**config.mk**
```make
export PLATFORM = sky130hd
export DESIGN_NAME = float_square_seq
export DESIGN_NICKNAME = d
export VERILOG_FILES = /design/src/rtl/float_square_seq.sv
export SDC_FILE = /design/constraint.sdc
export NUM_CORES = 1
export LEC_CHECK = 0
export BUFFER_PORTS_ARGS = -buffer_cell sky130_fd_sc_hd__buf_2
export CORE_ASPECT_RATIO = 0.75
export CORE_MARGIN = 10
export CORE_UTILIZATION = 55
export DETAILED_ROUTE_END_ITERATION = 12
export PLACE_DENSITY = 0.84
export RECOVER_POWER = 100
export SLEW_MARGIN = 20
export SYNTH_ARGS = -nofsm -noshare
export SYNTH_HDL_FRONTEND = slang
export SYNTH_SLANG_ARGS = --single-unit
```
**constraint.sdc**
```tcl
create_clock -name clk -period 12.8 [get_ports clk]
set_input_delay 0.64 -clock clk [delete_from_list [all_inputs] [get_ports clk]]
set_output_delay 0.64 -clock clk [all_outputs]
set_load 0.005 [all_outputs]
```
**src/rtl/float_square_seq.sv**
```systemverilog
// float_square_seq: sequential IEEE-754 single-precision squarer.
// A 24x24 shift-add multiplier squares {1,mantissa}, one multiplier bit per
// cycle, then a normalise step builds the result and overflow/underflow flags.
// Zero/denormal and inf/NaN operands skip the multiplier and finish at once.
// Build option: define FLOAT_SQUARE_ROUND_EN for round-to-nearest-even in the
// normalise step; without it the discarded product bits are truncated.
// Handshake: start is sampled only while busy=0; the accepting edge raises
// busy; done pulses for one cycle with result/flags valid, after which busy
// drops. result and flags change only on the edge that enters DONE and are
// held until then.
// dbg_state exposes the FSM state: 0=IDLE, 1=MUL, 2=NORM, 3=DONE.
module float_square_seq #(
  parameter int XLEN = 32
) (
  input  logic            clk,
  input  logic            rst,
  input  logic            start,
  input  logic [XLEN-1:0] A,
  output logic            busy,
  output logic            done,
  output logic [XLEN-1:0] result,
  output logic            overflow,
  output logic            underflow,
  output logic            exception,
  output logic [1:0]      dbg_state
);

  typedef enum logic [1:0] {
    IDLE = 2'd0,
    MUL  = 2'd1,
    NORM = 2'd2,
    DONE = 2'd3
  } state_t;

  state_t state_q, state_d;

  logic [7:0]  exp_q;     // captured biased exponent
  logic [47:0] mcand_q;   // multiplicand, shifted left each MUL cycle
  logic [23:0] mplier_q;  // multiplier, shifted right each MUL cycle
  logic [47:0] acc_q;     // product accumulator
  logic [4:0]  cnt_q;     // MUL step counter

  logic        special;
  logic        unused_sign;

  logic signed [10:0] norm_exp;
  logic [22:0]        mant_t;
  logic [22:0]        mant_r;
  logic [31:0]        norm_res;
  logic               norm_ov;
  logic               norm_un;
`ifdef FLOAT_SQUARE_ROUND_EN
  logic        grd;
  logic        stk;
  logic        rnd;
  logic [23:0] mant_sum;
`endif

  // The square is always non-negative, so the operand sign is never used.
  assign unused_sign = A[31];
  assign special     = (A[30:23] == 8'h00) || (A[30:23] == 8'hFF);

  assign busy      = (state_q != IDLE);
  assign done      = (state_q == DONE);
  assign dbg_state = state_q;

  // State register.
  always_ff @(posedge clk or posedge rst) begin
    if (rst) state_q <= IDLE;
    else     state_q <= state_d;
  end

  // Next-state logic.
  always_comb begin
    state_d = state_q;
    case (state_q)
      IDLE: if (start) state_d = special ? DONE : MUL;
      MUL:  if (cnt_q == 5'd23) state_d = NORM;
      NORM: state_d = DONE;
      DONE: state_d = IDLE;
      default: state_d = IDLE;
    endcase
  end

  // Normalise the 48-bit product into an exponent/mantissa pair and flags.
  always_comb begin
    if (acc_q[47]) begin
      mant_t   = acc_q[46:24];
      norm_exp = $signed({2'b00, exp_q, 1'b0}) - 11'sd126;
    end else begin
      mant_t   = acc_q[45:23];
      norm_exp = $signed({2'b00, exp_q, 1'b0}) - 11'sd127;
    end
`ifdef FLOAT_SQUARE_ROUND_EN
    grd      = acc_q[47] ? acc_q[23] : acc_q[22];
    stk      = acc_q[47] ? (|acc_q[22:0]) : (|acc_q[21:0]);
    rnd      = grd & (stk | mant_t[0]);
    mant_sum = {1'b0, mant_t} + {23'd0, rnd};
    mant_r   = mant_sum[22:0];
    // A carry out of the mantissa leaves it zero and bumps the exponent.
    if (mant_sum[23]) norm_exp = norm_exp + 11'sd1;
`else
    mant_r = mant_t;
`endif
    norm_ov  = 1'b0;
    norm_un  = 1'b0;
    norm_res = {1'b0, norm_exp[7:0], mant_r};
    if (norm_exp >= 11'sd255) begin
      norm_res = 32'h7F80_0000;
      norm_ov  = 1'b1;
    end else if (norm_exp <= 11'sd0) begin
      norm_res = 32'h0000_0000;
      norm_un  = 1'b1;
    end
  end

  // Datapath: operand capture, shift-add steps and result/flag registers.
  always_ff @(posedge clk or posedge rst) begin
    if (rst) begin
      exp_q     <= '0;
      mcand_q   <= '0;
      mplier_q  <= '0;
      acc_q     <= '0;
      cnt_q     <= '0;
      result    <= '0;
      overflow  <= 1'b0;
      underflow <= 1'b0;
      exception <= 1'b0;
    end else begin
      case (state_q)
        IDLE: begin
          if (start) begin
            exp_q    <= A[30:23];
            mcand_q  <= {24'd0, 1'b1, A[22:0]};
            mplier_q <= {1'b1, A[22:0]};
            acc_q    <= '0;
            cnt_q    <= '0;
            // Specials enter DONE on this edge, so their outputs land now.
            if (special) begin
              overflow  <= 1'b0;
              underflow <= 1'b0;
              if (A[30:23] == 8'hFF) begin
                result    <= {1'b0, 8'hFF, A[22:0]};
                exception <= 1'b1;
              end else begin
                result    <= '0;
                exception <= 1'b0;
              end
            end
          end
        end
        MUL: begin
          if (mplier_q[0]) acc_q <= acc_q + mcand_q;
          mcand_q  <= {mcand_q[46:0], 1'b0};
          mplier_q <= {1'b0, mplier_q[23:1]};
          cnt_q    <= cnt_q + 5'd1;
        end
        NORM: begin
          result    <= norm_res;
          overflow  <= norm_ov;
          underflow <= norm_un;
          exception <= 1'b0;
        end
        default: ;
      endcase
    end
  end

endmodule
```
==> results of run 1 <==
==> worst paths after layout <==
kind | endpoint | slack [ns] | depth (start not counted)
max | acc_q[42] | 6.07 | 8
min | result[1] | 0.45 | 3
max reg2reg | acc_q[42] | 6.07 | 8
min reg2reg | exception | 0.48 | 1
max in group asynchronous | acc_q[35] | 7.03 | 3
min in group asynchronous | mcand_q[3] | 1.77 | 2
==> per-stage QoR <==
step	std cells	setup WS [ns]	hold slack, ns
6_report	1372	6.069	0.4522
5_1_grt	1372	5.532	0.4649
4_1_cts	1372	8.992	0.4481
3_5_place_dp	1341	9.008	0.4635
3_3_place_gp	1341	9.104	0.4533
2_1_floorplan	1081	7.585	0.4496
==> routing by layer <==
metal / vias up / share of wire / track usage / wire, um
li1: 4026 / - / - / -
met4: 2 / 0.021 / 0.07844 / 573
met1: 4138 / 0.46 / 0.3125 / 12490
met3: 38 / 0.076 / 0.04763 / 2041
met2: 339 / 0.44 / 0.3503 / 11750
met5: - / 0.00048 / 0 / 13
==> registers in the layout, indices dropped and copies added (netlist names), 2 cells and up <==
signal     flops
mcand_q       48
acc_q         48
dbg_state      2
result        31
mplier_q      24
exp_q          8
cnt_q          5
==> cells by family (layout without fill, tap and decap cells) <==
group,count (synthesis),in the layout,synth area share
compound gates,409,409,0.2571
simple gates,277,277,0.1306
flops,169,169,0.4249
buf+inv,82,131,0.03269
fa+ha+maj,58,58,0.07367
xor+xnor,48,48,0.04224
mux,37,37,0.03835
other cells,1,1,0.0003768
==> placed cells by master (no fill, tap or decap), types with 23 or more instances in the layout <==
| cell | n |
|---|---|
| nor2_1 | 39 |
| a21oi_1 | 110 |
| nor2b_1 | 25 |
| o21ai_0 | 132 |
| a22oi_1 | 23 |
| buf_2 | 37 |
| dfrtp_1 | 169 |
| xnor2_1 | 25 |
| clkbuf_1 | 41 |
| nand2_1 | 140 |
| a22o_1 | 30 |
| ha_1 | 57 |
| mux2i_1 | 28 |
| xor2_1 | 23 |
==> report_power, final <==
| part | total (uW) | internal, uW | switching (uW) |
|---|---|---|---|
| combinational | 1080 | 380 | 705 |
| sequential | 825 | 696 | 129 |
| clock | 496 | 279 | 217 |
| total | 2410 | 1350 | 1050 |
==> worst register-to-register path, stage by stage (launching register included) <==
cell      delay, ns
dfrtp_1        0.42
inv_1          0.15
ha_1           0.16
clkbuf_1       2.27
and2_0         1.48
nand2_1        1.45
nor3_1         0.50
a21oi_1        0.07
nand2_1        0.14
==> area by class of cell <==
type                       instances  area [um^2]
fill                            1483         6761
inverter                          23        87.58
clock inverter                     9        90.09
timing repair buffer              77        342.8
tap                              242        302.8
multi-input combinational        830         5431
sequential                       169         4229
clock buffer                      22        464.2
==> run metrics, run 1 <==
Post-DP Area 10,470 um^2; Startpoint Class register; Slowest-stage cell, CP clkbuf_1; CP cell instances inv_1 > ha_1 > clkbuf_1 > and2_0 > nand2_1 > nor3_1 > a21oi_1 > nand2_1; Hold Crit Class input pin to register; crit path kind register to register; synth top area cells dfrtp_1 42%, ha_1 7.2%, o21ai_0 6.5%; IO Pins 74; Mapped Nets 1,174; asr flop ratio synth 1.000; Final Util 0.6182; min Tclk post-route 6.731 ns; critical path startpoint dbg_state[1]; Buf/Inv on CP 2; CTS H-tree depth 4; Max Slew Vio Count about 530; LEAKAGE about 0.0049 uW; die area 23,930 um^2; GP Congestion 0.9286; Seq/Total Area, Yosys 0.4249; Initial Util 0.5620; CTS clock-pin slew for the worst setup and hold paths ~0.06 ns; worst rel slew slack -2.437; residual DRC count 0; CTS tree yes; first-pass GRT wire length around 44,000 um; initial antenna violation count 1; Cells after Synth 1,081; Synth cell types 71; worst hold start A[1]; total CTS buffers 17; Crit. End Element register; setup TNS 0 ns; Row Count 42; total track usage 0.2271; area of the core approximately 18,000 um^2; critical path peak fanout 75; Layout area overhead 10.01%; Synth top cells by count 169 x dfrtp_1, 140 x nand2_1, 129 x o21ai_0; routed vias/inst ~6.2; largest net degree at the start of global routing 119; First-pass DRT Iterations 5; ys flop type dfrtp_1; max_cap viols 8; Max Fclk 148.6 MHz; total gr overflow 0; ratio of cells with drive above 1 in the final layout 0.09115; Synth area leader dfrtp_1; count leader, synth dfrtp_1; number of synthesized register bits 169; Iter 0 DRT Violations 1,041; Port Buffers 71; CTS Hold Bufs 0; die height 136.5 um; CP top delay family simple AND/OR/NAND/NOR gates; RSZ-0062 raised after global routing false; Die Wd about 180 um; CTS sink cnt ~170; DR WL/cell 19.59 um; Setup Buffers After CTS 0; drt total wl approximately 27,000 um; Fin. Hold Viols 0; Critical Path Max Stage Delay 2.27 ns; routed vias 8,543; final net count 1,211; Most Frequent Cell on Critical Path nand2_1; clk buf depth 2; synth warn 0; Antenna Cells 0; number of synthesized flops with an enable pin 0; fin crit share 0.5258; vias in the first global route 8,184; CP required 13.16 ns; P per Cell Area about 220 nW/um^2; WP data arrival 7.09 ns; synthesized cell area around 10000 um^2; post-CTS sizing 0; post-route clock skew 0.01069 ns; status finished with violations; HPWL after detailed placement 18,660 um; Final ANT Viol Nets 0; FF-to-FF Start dbg_state[1]; worst IR drop on VDD 0.0001922 V; total power 2407 uW; final instance area about 11,000 um^2; Final setup viols 0; Tightest Pin Transition roughly 5 ns; post-synth top area share 0.4249; root buf cell clkbuf_16; Post-Syn Area per Cell slightly above 9 um^2; clock latency on the worst-skew pair 0.44 ns; failing checks capacitance limit, slew limit
Power figures use the tool's default switching activity.
==> run 2, diff against run 1 <==
- clock period: 12.8 -> 6.5 ns (I/O delays scaled with it)
==> run metrics, run 2 (synthesis results as in run 1) <==
Most Frequent Cell on Critical Path o21ai_0; Layout area overhead 11.08%; setup TNS 0 ns; failing checks capacitance limit, slew limit; IO Pins between 70 and 80; Min-Delay Endpoint result[1]; Antenna Cells 0; Row Count 42; largest net degree at the start of global routing between 100 and 150; Switching Power 2079 uW; CTS sink cnt ~170; area of the core 17,710 um^2; root buf cell clkbuf_16; Die Wd between 150 and 200 um; fill count 1,412; CTS tree yes; WP data arrival 4.83 ns; Tightest Pin Transition around 4.5 ns; CP required 6.77 ns; CTS Hold Bufs 0; final net count 1,212; reg2reg setup slack slightly below 2 ns; Fin Hold WS 0.1509 ns; Critical Path Max Stage Delay 1.89 ns; worst hold start A[1]; commonest non-fill, non-tap cells in the layout 169 x dfrtp_1, 139 x nand2_1, 133 x o21ai_0, 110 x a21oi_1, 57 x ha_1; Final Util 0.6242; most common cell after layout, fill and taps aside dfrtp_1; sw frac 0.4274; top flop regs acc_q: 48 flops, mcand_q: 48 flops, result: 31 flops; total CTS buffers 17; Fin. Hold Viols 0; Final setup viols 0; internal power 2785 uW; initial antenna violation count 0; clock latency on the worst-skew pair 0.44 ns; FF-to-FF path depth 7; GP Congestion 0.9302; clk buf depth 2; combinational share of power 0.437; ratio of cells with drive above 1 in the final layout 0.09541; P per Cell Area ~440 nW/um^2; CTS H-tree depth 4; worst rel slew slack -1.983; area occupied by registers 4229 um^2; residual DRC count 0; Clk pwr share 0.230; Max Slew Vio Count between 200 and 250; sequential power share 0.333; critical path peak fanout 75; Final ANT Viol Nets 0; vias in the first global route a little over 8,000; Setup Buffers After CTS 0; die area roughly 24,000 um^2; Hold Crit Class input pin to register; total power 4863 uW; CTS clock-pin slew for the worst setup and hold paths 0.07 ns; status finished with violations; Hold Crit Depth 3; DR WL/cell about 19 um; Crit. End Element register; crit path kind register to register; Slowest-stage cell, CP o21ai_0; reg-to-reg endpoint mplier_q[15]; worst IR drop on VDD 0.0004478 V; Port Buffers 71; post-CTS sizing 0; First-pass DRT Iterations 6; Iter 0 DRT Violations 1,078; fin crit share 0.7019; routed vias/inst 6.229; total track usage 0.2223; area of the multi-input gates about 5400 um^2; drt total wl ~27,000 um; Final WS setup 1.938 ns; routed vias approximately 8,600; first-pass GRT wire length 43,150 um; Startpoint Class register; Max Fclk about 220 MHz; die height 136.5 um; post-route clock skew 0.007898 ns; FF-to-FF Start dbg_state[1]; Initial Util 0.5620; total gr overflow 0; LEAKAGE 0.004916 uW; HPWL after detailed placement roughly 18,000 um; CP cell instances inv_1 > ha_1 > buf_4 > o21ai_0 > buf_16 > clkbuf_2 > o21ai_0; DP Worst Slack 2.694 ns; max_cap viols 5; RSZ-0062 raised after global routing false; min Tclk post-route around 4.6 ns
-- run 2: cell types whose count changed in the layout (fill, tap and decap cells not counted), sizes merged --
cell,change
bufinv,+3
buf,+1
clkbuf,-2
inv,+1
clkinv,-1
-- run 2: routing by layer --
metal	routed length (um)	up-vias	track usage
met1	11900	4141	0.2993
met4	612	0	0.07140
met5	0	-	0
met2	11840	361	0.3476
li1	-	4015	-
met3	2216	42	0.05452
-- run 2: power by group through the flow --
stage	Combinational [uW]	Clock [uW]	Sequential (uW)
after floorplan	1590	0	1560
after global placement	2000	0	1610
after detailed placement	2080	0	1620
after CTS	2100	1120	1610
after global routing	2360	1170	1660
final	2130	1120	1620
-- run 2: cell type report --
type                       count  area share
multi-input combinational    830      0.4899
sequential                   169      0.3826
clock buffer                  20     0.04131
timing repair buffer          78     0.03407
tap                          242     0.02739
clock inverter                12     0.01686
inverter                      23    0.007923
-- run 2: critical path: cells and delay by family (launching register included) --
kind	cells	cell delay (ns)
buf+inv	4	1.62
fa+ha+maj	1	0.20
compound gates	2	2.13
flops	1	0.41
-- run 2: worst max-delay path by stage --
stage | from | end | slack, ns | cells past startpoint
2_1_floorplan | rst | acc_q[0] | 1.60 | 1
6_report | dbg_state[1] | mplier_q[15] | 1.94 | 7
4_1_cts | dbg_state[1] | acc_q[42] | 2.71 | 8
3_5_place_dp | dbg_state[1] | acc_q[42] | 2.69 | 8
5_1_grt | dbg_state[1] | mplier_q[16] | 1.53 | 7
3_3_place_gp | dbg_state[1] | acc_q[42] | 2.85 | 8
-- run 2: metrics by stage --
stage | instance area (um^2) | std cells
2_1_floorplan | 9952 | 1081
3_3_place_gp | 10470 | 1341
3_5_place_dp | 10470 | 1341
4_1_cts | 11110 | 1373
5_1_grt | 11050 | 1374
6_report | 11050 | 1374
==> run 3, diff against run 2 <==
- PLACE_DENSITY: 0.84 -> 0.87
- clock period: 6.5 -> 3.66 ns (I/O delays scaled with it)
==> run metrics, run 3 (synthesis results as in run 1) <==
status finished with violations; failing checks capacitance limit, slew limit; Iter 0 DRT Violations about 960; P per Cell Area just under 800 nW/um^2; Final Util 0.6195; CTS H-tree depth 4; total CTS buffers 17; Crit. End Element register; clk buf depth 2; GP Congestion 0.9580; fin crit share 0.9146; DR WL/cell ~20 um; first-pass GRT wire length 44,360 um; crit path to acc_q[46]; top flop regs acc_q: 48 flops, mcand_q: 48 flops, result: 31 flops; final net count 1,219; vias in the first global route 8,486; area of the core 17,710 um^2; ratio of cells with drive above 1 in the final layout 0.08803; routed vias/inst 6.313; reg2reg setup slack 0.31 ns; CTS Hold Bufs 0; Max Slew Vio Count ~160; min Tclk post-route approximately 3.3 ns; FF-to-FF path depth 11; initial antenna violation count 0; commonest non-fill, non-tap cells in the layout 169 x dfrtp_1, 140 x nand2_1, 131 x o21ai_0, 111 x a21oi_1, 57 x ha_1; Row Count 42; clock latency on the worst-skew pair 0.43 ns; largest net degree at the start of global routing 119; post-CTS sizing 0; RSZ-0062 raised after global routing false; HPWL after detailed placement 19,000 um; First-pass DRT Iterations 5; Final ANT Viol Nets 0; Hold Crit Class input pin to register; worst IR drop on VDD slightly below 0.0005 V; critical path startpoint mcand_q[0]; crit path kind register to register; Fin. Hold Viols 0; Fin Hold WS approximately 0.0095 ns; CTS clock-pin slew for the worst setup and hold paths 0.06 ns; Initial Util 0.5620; LEAKAGE 0.004882 uW; total gr overflow 0; CTS tree yes; post-route clock skew 0.007232 ns; worst rel slew slack -0.4818; setup TNS 0 ns; CP required between 3 and 4 ns; drt total wl 27,170 um; Final setup viols 0; Layout area overhead 10.25%; CTS sink cnt 169; Setup Buffers After CTS 0; most common cell after layout, fill and taps aside dfrtp_1; Port Buffers 71; die area 23,930 um^2; critical path peak fanout 4; root buf cell clkbuf_16; die height around 140 um; residual DRC count 0; total track usage 0.2265; final instance area 10,970 um^2; Max Fclk 298.7 MHz; Tightest Pin Transition between 2 and 2.5 ns; WP data arrival between 3 and 4 ns; routed vias 8,699; max_cap viols 4; IO Pins 74; Post-DP Area around 11,000 um^2; Startpoint Class register; FF-to-FF Start mcand_q[0]; Die Wd about 180 um; reg-to-reg endpoint acc_q[46]; Antenna Cells 0
-- run 3: power by group --
part	internal (uW)	leakage, uW	switching, uW	total [uW]
Sequential	2430	0.00223	469	2900
Combinational	1280	0.00238	2470	3750
Clock	1060	0.000273	721	1780
Total	4770	0.00488	3660	8430
-- run 3: worst min path at each step --
stage | startpoint | to | slack, ns | depth (start not counted)
after floorplan | A[0] | mcand_q[0] | 0.32 | 1
after global placement | A[1] | result[1] | 0.43 | 3
after detailed placement | A[14] | result[14] | 0.44 | 3
after CTS | A[8] | result[8] | 0.009 | 3
after global routing | A[1] | result[1] | 0.03 | 3
final | A[8] | result[8] | 0.01 | 3
-- run 3: critical path: stages (launching register included) --
cell       delay, ns
dfrtp_1         0.37
ha_1            0.21
fa_1            0.27
a211oi_1        0.11
o21a_1          0.23
a211oi_1        0.46
o2111ai_1       0.23
a31o_2          0.28
a21oi_1         0.36
o2111ai_1       0.26
and3_1          0.24
o31ai_1         0.24
-- run 3: area by class of cell --
cell class	instances	area (um^2)
Fill cell	1481	6738
Multi-Input combinational cell	830	5393
Sequential cell	169	4229
Inverter	23	87.58
Clock inverter	8	125.1
Clock buffer	21	440.4
Tap cell	242	302.8
Timing Repair Buffer	85	394.1
-- run 3: routing by layer --
metal / wire length, um / GRT usage / vias to the layer above
met5: 0 / 0 / -
met4: 699 / 0.07703 / 0
met3: 2546 / 0.06057 / 56
met2: 12050 / 0.3505 / 394
met1: 11870 / 0.3030 / 4226
li1: - / - / 4023
-- run 3: through the flow --
| step | cells | total power (uW) | worst slack, ns |
|---|---|---|---|
| 3_3_place_gp | 1347 | 6453 | 0.6594 |
| 5_1_grt | 1378 | 9018 | 0.1926 |
| 2_1_floorplan | 1081 | 5601 | 0.9782 |
| 4_1_cts | 1376 | 8473 | 0.5737 |
| 6_report | 1378 | 8432 | 0.3125 |
| 3_5_place_dp | 1347 | 6657 | 0.6108 |
